--- src/rtl/cpu_trace_monitor.sv ---
// cpu_trace_monitor: snapshots CPU registers at fetch into a trace FIFO and flags jump-to-self hangs
// Ports: clk/reset (sync, active-high); en gates monitoring; cpu_state/cpu_op/rA/rB/rM/rP observed CPU;
// trace_data/trace_valid/trace_ready form the trace stream; halt/overflow sticky flags; drop_cnt/instr_cnt saturating counters.
module cpu_trace_monitor #(
  parameter int unsigned DATA_W     = 8,
  parameter int unsigned STATE_W    = 3,
  parameter int unsigned FETCH_ST   = 0,
  parameter int unsigned EXEC_ST    = 2,
  parameter logic [1:0]  JMP_OP     = 2'b11,
  parameter int unsigned DEPTH      = 4,
  parameter int unsigned HANG_LIMIT = 1
) (
  input  logic                  clk,
  input  logic                  reset,
  input  logic                  en,
  input  logic [STATE_W-1:0]    cpu_state,
  input  logic [1:0]            cpu_op,
  input  logic [DATA_W-1:0]     rA,
  input  logic [DATA_W-1:0]     rB,
  input  logic [DATA_W-1:0]     rM,
  input  logic [DATA_W-1:0]     rP,
  output logic [4*DATA_W-1:0]   trace_data,
  output logic                  trace_valid,
  input  logic                  trace_ready,
  output logic                  halt,
  output logic                  overflow,
  output logic [7:0]            drop_cnt,
  output logic [15:0]           instr_cnt
);
  localparam int unsigned AW = $clog2(DEPTH);
  localparam logic [AW:0] FULL = (AW+1)'(DEPTH);
  logic [4*DATA_W-1:0] r_mem [DEPTH];
  logic [AW-1:0]       r_wr, r_rd;
  logic [AW:0]         r_count;
  logic [7:0]          r_loop, r_drop;
  logic [15:0]         r_instr;
  logic                r_halt, r_ovf, r_valid;
  logic                w_snap, w_pop, w_push, w_drop, w_exec, w_self;
  logic [DATA_W-1:0]   w_pm1;
  logic [7:0]          w_loop_nxt;
  logic [AW:0]         w_cnt_nxt;
  always_comb begin
    w_snap     = en && !r_halt && cpu_state == STATE_W'(FETCH_ST);
    w_pop      = r_valid && trace_ready;
    // a full FIFO still accepts a push when the head leaves on the same edge
    w_push     = w_snap && (r_count != FULL || w_pop);
    w_drop     = w_snap && r_count == FULL && !w_pop;
    w_cnt_nxt  = r_count + (AW+1)'(w_push) - (AW+1)'(w_pop);
    w_pm1      = rP - DATA_W'(1);
    w_exec     = en && cpu_state == STATE_W'(EXEC_ST);
    w_self     = w_exec && cpu_op == JMP_OP && w_pm1 == rM;
    w_loop_nxt = w_self ? (r_loop == 8'hFF ? r_loop : r_loop + 8'd1) : w_exec ? 8'd0 : r_loop;
  end
  always_ff @(posedge clk) begin
    if (reset) begin
      for (int i = 0; i < int'(DEPTH); i++) r_mem[i] <= '0;
      r_wr    <= '0;
      r_rd    <= '0;
      r_count <= '0;
      r_valid <= 1'b0;
      r_loop  <= '0;
      r_drop  <= '0;
      r_instr <= '0;
      r_halt  <= 1'b0;
      r_ovf   <= 1'b0;
    end else begin
      if (w_push) begin
        r_mem[r_wr] <= {rA, rB, rM, rP};
        r_wr        <= r_wr + AW'(1);
      end
      if (w_pop) r_rd <= r_rd + AW'(1);
      r_count <= w_cnt_nxt;
      r_valid <= w_cnt_nxt != '0;
      r_loop  <= w_loop_nxt;
      if (w_self && w_loop_nxt == 8'(HANG_LIMIT)) r_halt <= 1'b1;
      if (w_snap && r_instr != 16'hFFFF) r_instr <= r_instr + 16'd1;
      if (w_drop) begin
        r_ovf <= 1'b1;
        if (r_drop != 8'hFF) r_drop <= r_drop + 8'd1;
      end
    end
  end
  assign trace_data  = r_mem[r_rd];
  assign trace_valid = r_valid;
  assign halt        = r_halt;
  assign overflow    = r_ovf;
  assign drop_cnt    = r_drop;
  assign instr_cnt   = r_instr;
endmodule

--- config.mk ---
export PLATFORM = sky130hd
export DESIGN_NAME = cpu_trace_monitor
export DESIGN_NICKNAME = d
export VERILOG_FILES = /design/src/rtl/cpu_trace_monitor.sv
export SDC_FILE = /design/constraint.sdc
export NUM_CORES = 1
export LEC_CHECK = 0
export ABC_AREA = 0
export CORE_MARGIN = 3
export CORE_UTILIZATION = 50
export DETAILED_ROUTE_END_ITERATION = 10
export PLACE_DENSITY = 0.76
export SETUP_SLACK_MARGIN = 0.02
export SLEW_MARGIN = 25
export SYNTH_ARGS = -nofsm -noshare
export SYNTH_HDL_FRONTEND = slang
export SYNTH_SLANG_ARGS = --single-unit
--- constraint.sdc ---
create_clock -name clk -period 2.65 [get_ports clk]
set_input_delay 0.6625 -clock clk [delete_from_list [all_inputs] [get_ports clk]]
set_output_delay 0.6625 -clock clk [all_outputs]
set_load 0.005 [all_outputs]
# After elaboration in Yosys (flattened, before gate mapping)
# Memory sizes are Yosys's and may differ from the RTL's. A register that Yosys moved wholly into a read port is not among the register bits.
# Index checks and enable logic that the tools add are counted.
word_totals:
  register_bits: 42
  latch_bits: 0
  mem_bits_rw: 128
  romBits: 0
  input_bits: 41
  out_inout_bits: 59
  word_cells: 58
  memories: 1
classes:
  add_sub_neg: 8
  n_mul: 0
  div: 0
  order_cmp: 0
  n_eq_ne: 9
  n_shift: 0
  muxes: 13
  bitwise: 0
  n_reduce_logical: 18
memory_table:
  columns: ["memory", "depth", "width", "read_ports", "rd_ports_with_merged_regs", "write_ports", "line", "rtl"]
  rows:
  - ["r_mem", 4, 32, 1, 1, 4, "32", "logic [4*DATA_W-1:0] r_mem [DEPTH];"]
ops:
  columns: ["operator", "count"]
  rows:
  - ["2-to-1 mux 32 bit", 1]
  - ["OR reduction 32 bit", 1]
  - ["2-to-1 mux 8 bit", 3]
  - ["adder 16 x 1 -> 16 bit (second input constant)", 1]
  - ["adder 8 x 1 -> 8 bit (second input constant)", 2]
  - ["inequality test 16 bit (second input constant)", 1]
  - ["logical AND 1 bit", 11]
  - ["equality test 8 x 1 -> 1 bit (second input constant)", 1]
  - ["equality test 8 bit", 1]
  - ["equality test 8 bit (second input constant)", 1]
  - ["inequality test 8 bit (second input constant)", 1]
  - ["subtractor 8 x 1 -> 8 bit (second input constant)", 1]
  - ["2-to-1 mux 1 bit", 6]
  - ["2-to-1 mux 2 bit", 3]
  - ["adder 2 x 1 -> 2 bit (second input constant)", 2]
  - ["adder 3 x 1 -> 3 bit", 1]
  - ["equality test 3 x 2 -> 1 bit (second input constant)", 1]
  - ["equality test 3 bit (second input constant)", 1]
  - ["zero test 3 bit", 1]
  - ["inequality test 3 bit (second input constant)", 1]
  - ["nonzero test 3 bit", 1]
  - ["subtractor 3 x 1 -> 3 bit", 1]
  - ["equality test 2 bit (second input constant)", 1]
  - ["zero test 1 bit", 2]
  - ["other kinds (2)", 2]

# Depth between registers and ports, before layout
depth:
  ltp_word: 9
  depth_mapped: 13
  ltp_nobuf: 12

# Worst setup path after synthesis
# No wires, ideal clock.
synth_timing:
  path_kind: "in2reg"
  from: "input cpu_state[0]"
  to: "register r_valid, in the netlist trace_valid"
  t_arrival_ps: 2728
  required_ps: 2516
  setup_slack_ps: -212
  cell_stages: 13
  path_buffers: 1
  cell_sequence: "nor2_1 nand3_1 nor2b_1 clkbuf_1 inv_2 ha_1 inv_1 ha_1 inv_1 fa_1 xor2_1 xnor2_1 a31oi_1"
synth_via:
  elab_chain_cells: 6
synth_lines:
  columns: ["element", "line", "rtl"]
  rows:
  - ["start, declared", "16", "input logic [STATE_W-1:0] cpu_state,"]
  - ["zero test 3 bit", "43", "w_snap = en && !r_halt && cpu_state == STATE_W'(FETCH_ST);"]
  - ["logical AND 1 bit", "43", null]
  - ["logical AND 1 bit", "46", "w_push = w_snap && (r_count != FULL || w_pop);"]
  - ["adder 3 x 1 -> 3 bit", "48", "w_cnt_nxt = r_count + (AW+1)'(w_push) - (AW+1)'(w_pop);"]
  - ["subtractor 3 x 1 -> 3 bit", "48", null]
  - ["nonzero test 3 bit", "73", "r_valid <= w_cnt_nxt != '0;"]
  - ["end signal, assigned", "60", "r_valid <= 1'b0;"]
  - ["end signal, assigned", "73", null]
  - ["end, declared", "37", "logic r_halt, r_ovf, r_valid;"]
# Every way passes these cells.
# A chain may end at the register's enable or synchronous reset.

# Final worst setup path
layout_timing:
  from: "input rP[3]"
  to: "register r_halt, in the netlist halt"
layout_via:
  elab_chain_cells: 6
layout_lines:
  columns: ["element", "line", "rtl"]
  rows:
  - ["start, declared", "21", "input logic [DATA_W-1:0] rP,"]
  - ["subtractor 8 x 1 -> 8 bit (*)", "49", "w_pm1 = rP - DATA_W'(1);"]
  - ["equality test 8 bit (*)", "51", "w_self = w_exec && cpu_op == JMP_OP && w_pm1 == rM;"]
  - ["logical AND 1 bit (*)", "51", null]
  - ["2-to-1 mux 8 bit", "52", "w_loop_nxt = w_self ? (r_loop == 8'hFF ? r_loop : r_loop + 8'd1) : w_exec ? 8'd0 : r_loop;"]
  - ["equality test 8 x 1 -> 1 bit", "75", "if (w_self && w_loop_nxt == 8'(HANG_LIMIT)) r_halt <= 1'b1;"]
  - ["logical AND 1 bit (*)", "75", null]
  - ["end signal, assigned", "64", "r_halt <= 1'b0;"]
  - ["end signal, assigned", "75", null]
  - ["end, declared", "37", null]
# Every way passes the cells marked *; elsewhere a longest branch is shown, timed or not.

==> reports/qor.yml <==
final_cells: 951
critical_path_class: "input port to flop"
pre_cts_ws_ns: -0.606
cts_max_level: 4
setup_viol: 0
async_flop_share_pct: 0
clk_latency_ns: 0.43
slew_viol_final: 0
antenna_cells: 0
tightest_slew_ns: 0.489
vias: 5283
synth-xor-area-share_pct: 4.29
drive_above_1_share_pct: 18.9
synth_compound_area_share_pct: 2.95
numPortBuffers: 99
fin_util_pct: 67.4
cap_violations: 0
dp_hpwl_mm: 11.4
initial_core_util_pct: 52.2
relSlewSlack_pct: 67.4
clockBufferDepth: 2
grt_pass1_vias: 5722
fp.dieH_um: 131
worst_slack_ns: 0.0741
required_ns: 2.99
synth-main-ff-cell: "edfxtp_1"
num_rows: 44
power.share.clock_pct: 37.9
synth_top_family_by_area: "simple AND/OR/NAND/NOR gates"
synth.distinct_cells: 53
core_area_um2: 14900
routedWlPerCell_um: 18.6
combinationalPowerShare_pct: 15.2
internal_power_w: 0.00497
synth_fa_ha_area_share_pct: 1.23
detail-route-antenna-nets: 0
synth-seq-cells: 172
cts_buffers: 17
finClkSkew_ns: 0.00922
period_minus_slack_ns: 2.58
clk_pin_slew_ns: 0.06
ir_drop_v: 0.000477
grt_start_max_net_pins: 50
yosysWarnings: 0
root_buffer: "clkbuf_16"
pwr-share-seq_pct: 47.0
syn-cell-area_um2: 7750
power_density_nw_per_um2: 654
power_leakage_nw: 3.90
final_nets: 802
wirelength_mm: 17.7
grt.total_usage_pct: 21.6
route.detailed.drc: 0
die-width_um: 131
grt_pass1_wl_mm: 27.9
hold_violations: 0
power.net_switching_w: 0.00158
critical_path_arrival_ns: 2.92
place.gp.congestion: 0.792
dieArea_um2: 17000
cp_max_fo: 8
dr.pass1.iters: 5
fmax_ghz: 0.388
fin_total_pwr_w: 0.00655
synth_area_per_cell_um2: 12.6
syn_inst: 615
switching_share_pct: 24.1
yosysSeqAreaShare_pct: 60.9
finalCritPeriodShare_pct: 97.2
gr-total-overflow: 0
ios: 100
cts_tree: "built"
synth_edf_count: 128
hold_path.class: "flop to flop"
start_kind: "input port"
drt_iter0_drc: 368
yosys.area_share.simple_pct: 17.6
clock_sinks: 172
syn_to_final_growth_pct: 29.3
synth_mux_area_share_pct: 9.68
vias_per_cell: 5.56
cts_hold_buffers: 0
whs_ns: 0.499
setup.worst_path.end_class: "flop"
status: "finished clean"
placed_cells: 916
rsz0062_at_grt: "false"
syn_nets: 663
grt_antenna_before_repair: 0
[cells by family after synthesis]
family,Yosys count
DFF,172
adders and majority gates,7
xor gates and xnor gates,38
buffers and inverters,63
AOI/OAI and AO/OA,33
muxes,35
and+or+nand+nor,267
[per-layer routing]
metal | track usage [%] | part of all wire [%]
met1 | 24.7 | 39
met2 | 38.3 | 53
met3 | 5.98 | 6.5
met4 | 9.07 | 1.9
met5 | 0 | 0
[worst max-delay path, stage by stage]
cell and delay (ns):
clkdlybuf4s50_1 0.51, buf_4 0.22, or4_4 0.53, nand4b_2 0.14
nor4_1 0.07, buf_4 0.17, a21oi_1 0.24, o2111ai_2 0.17
o31ai_2 0.20
[stage by stage]
stage	area, um2	TNS [ns]
after floorplan	7770	0
after global placement	9350	-4.48
after detailed placement	9350	-7.76
after CTS	9990	0
after global routing	10000	0
final	10000	0
[final cells by class]
cell class	instances	area, um2
Tap cell	184	230
Clock inverter	15	160
Fill cell	1071	4840
Inverter	31	119
Multi-Input combinational cell	380	2860
Timing Repair Buffer	152	1500
Sequential cell	172	4730
Clock buffer	17	425
[layout by cell type (no fill, tap or decap), drive strengths merged, types with 2 or more instances in the layout]
cell | netlist | layout
a21o | 5 | 5
a21oi | 11 | 11
a31oi | 2 | 2
and2 | 42 | 42
and3 | 23 | 23
and4 | 3 | 3
buf | 12 | 54
bufinv | 0 | 2
clkbuf | 20 | 17
clkdlybuf4s50 | 0 | 61
clkinv | 0 | 3
clkinvlp | 0 | 4
dfxtp | 44 | 44
dlygate4sd2 | 0 | 33
dlymetal6s2s | 0 | 3
edfxtp | 128 | 128
ha | 6 | 6
inv | 31 | 37
mux2i | 3 | 3
mux4 | 32 | 32
nand2 | 44 | 44
nand2b | 4 | 4
nand3 | 14 | 14
nand3b | 3 | 3
nand4 | 8 | 8
nor2 | 94 | 94
nor2b | 5 | 5
nor3 | 8 | 8
nor4 | 7 | 7
o21ai | 6 | 6
o31ai | 4 | 4
or2 | 2 | 2
or3 | 2 | 2
or4 | 2 | 2
xnor2 | 18 | 18
xor2 | 20 | 20
[what timing repair did]
action | CTS | global route
resized for setup | 49 | 10
endpoints found under the setup margin | 41 | 3
pin swaps | 3 | 5
gates cloned | 1 | 0
buffers inserted | 2 | 0
[cells in the mapped netlist (3+ instances only)]
cell	count	share of area [%]
o21ai_0	4	0.26
mux2i_1	3	0.39
and3_1	23	1.9
clkbuf_1	20	0.97
o31ai_1	3	0.29
nand3b_1	3	0.29
nor4_1	5	0.40
xnor2_1	18	2.0
and2_1	42	3.4
nand4_1	8	0.65
nand3_1	13	0.84
and4_1	3	0.34
nor2b_1	5	0.40
nand2b_1	4	0.32
inv_1	30	1.5
mux4_2	32	9.3
nor2_1	94	4.6
buf_1	7	0.34
a21oi_1	11	0.71
edfxtp_1	128	50
nand2_1	44	2.1
xor2_1	20	2.3
nor3_1	8	0.52
dfxtp_1	44	11
ha_1	6	0.97
a21o_1	5	0.48
[path summary, 6_finish.rpt]
check                         endpoint            startpoint  slack (ns)  cells after the start
setup / recovery     halt$_SDFFE_PP0P_                 rP[3]        0.07                      9
hold / removal    r_loop[1]$_SDFF_PP0_  r_loop[1]$_SDFF_PP0_        0.50                      2
setup reg to reg     halt$_SDFFE_PP0P_  r_loop[0]$_SDFF_PP0_        0.36                      8
hold reg to reg   r_loop[1]$_SDFF_PP0_  r_loop[1]$_SDFF_PP0_        0.50                      2
[registers in the layout (all words and copies together), names as in the netlist, named ones only]
signal	count
r_mem	128
instr_cnt	16
drop_cnt	8
r_loop	8
r_count	3
r_rd	2
r_wr	2
halt	1
overflow	1
trace_valid	1
[power groups by stage]
stage          Combinational, W  Sequential [W]  Clock (W)
3_3_place_gp           0.000983         0.00311          0
6_report               0.000993         0.00308    0.00248
3_5_place_dp            0.00101         0.00312          0
2_1_floorplan          0.000506         0.00309          0
5_1_grt                 0.00107         0.00309    0.00262
4_1_cts                0.000991         0.00307    0.00252
No activity file was read; power rests on OpenSTA's default activity.
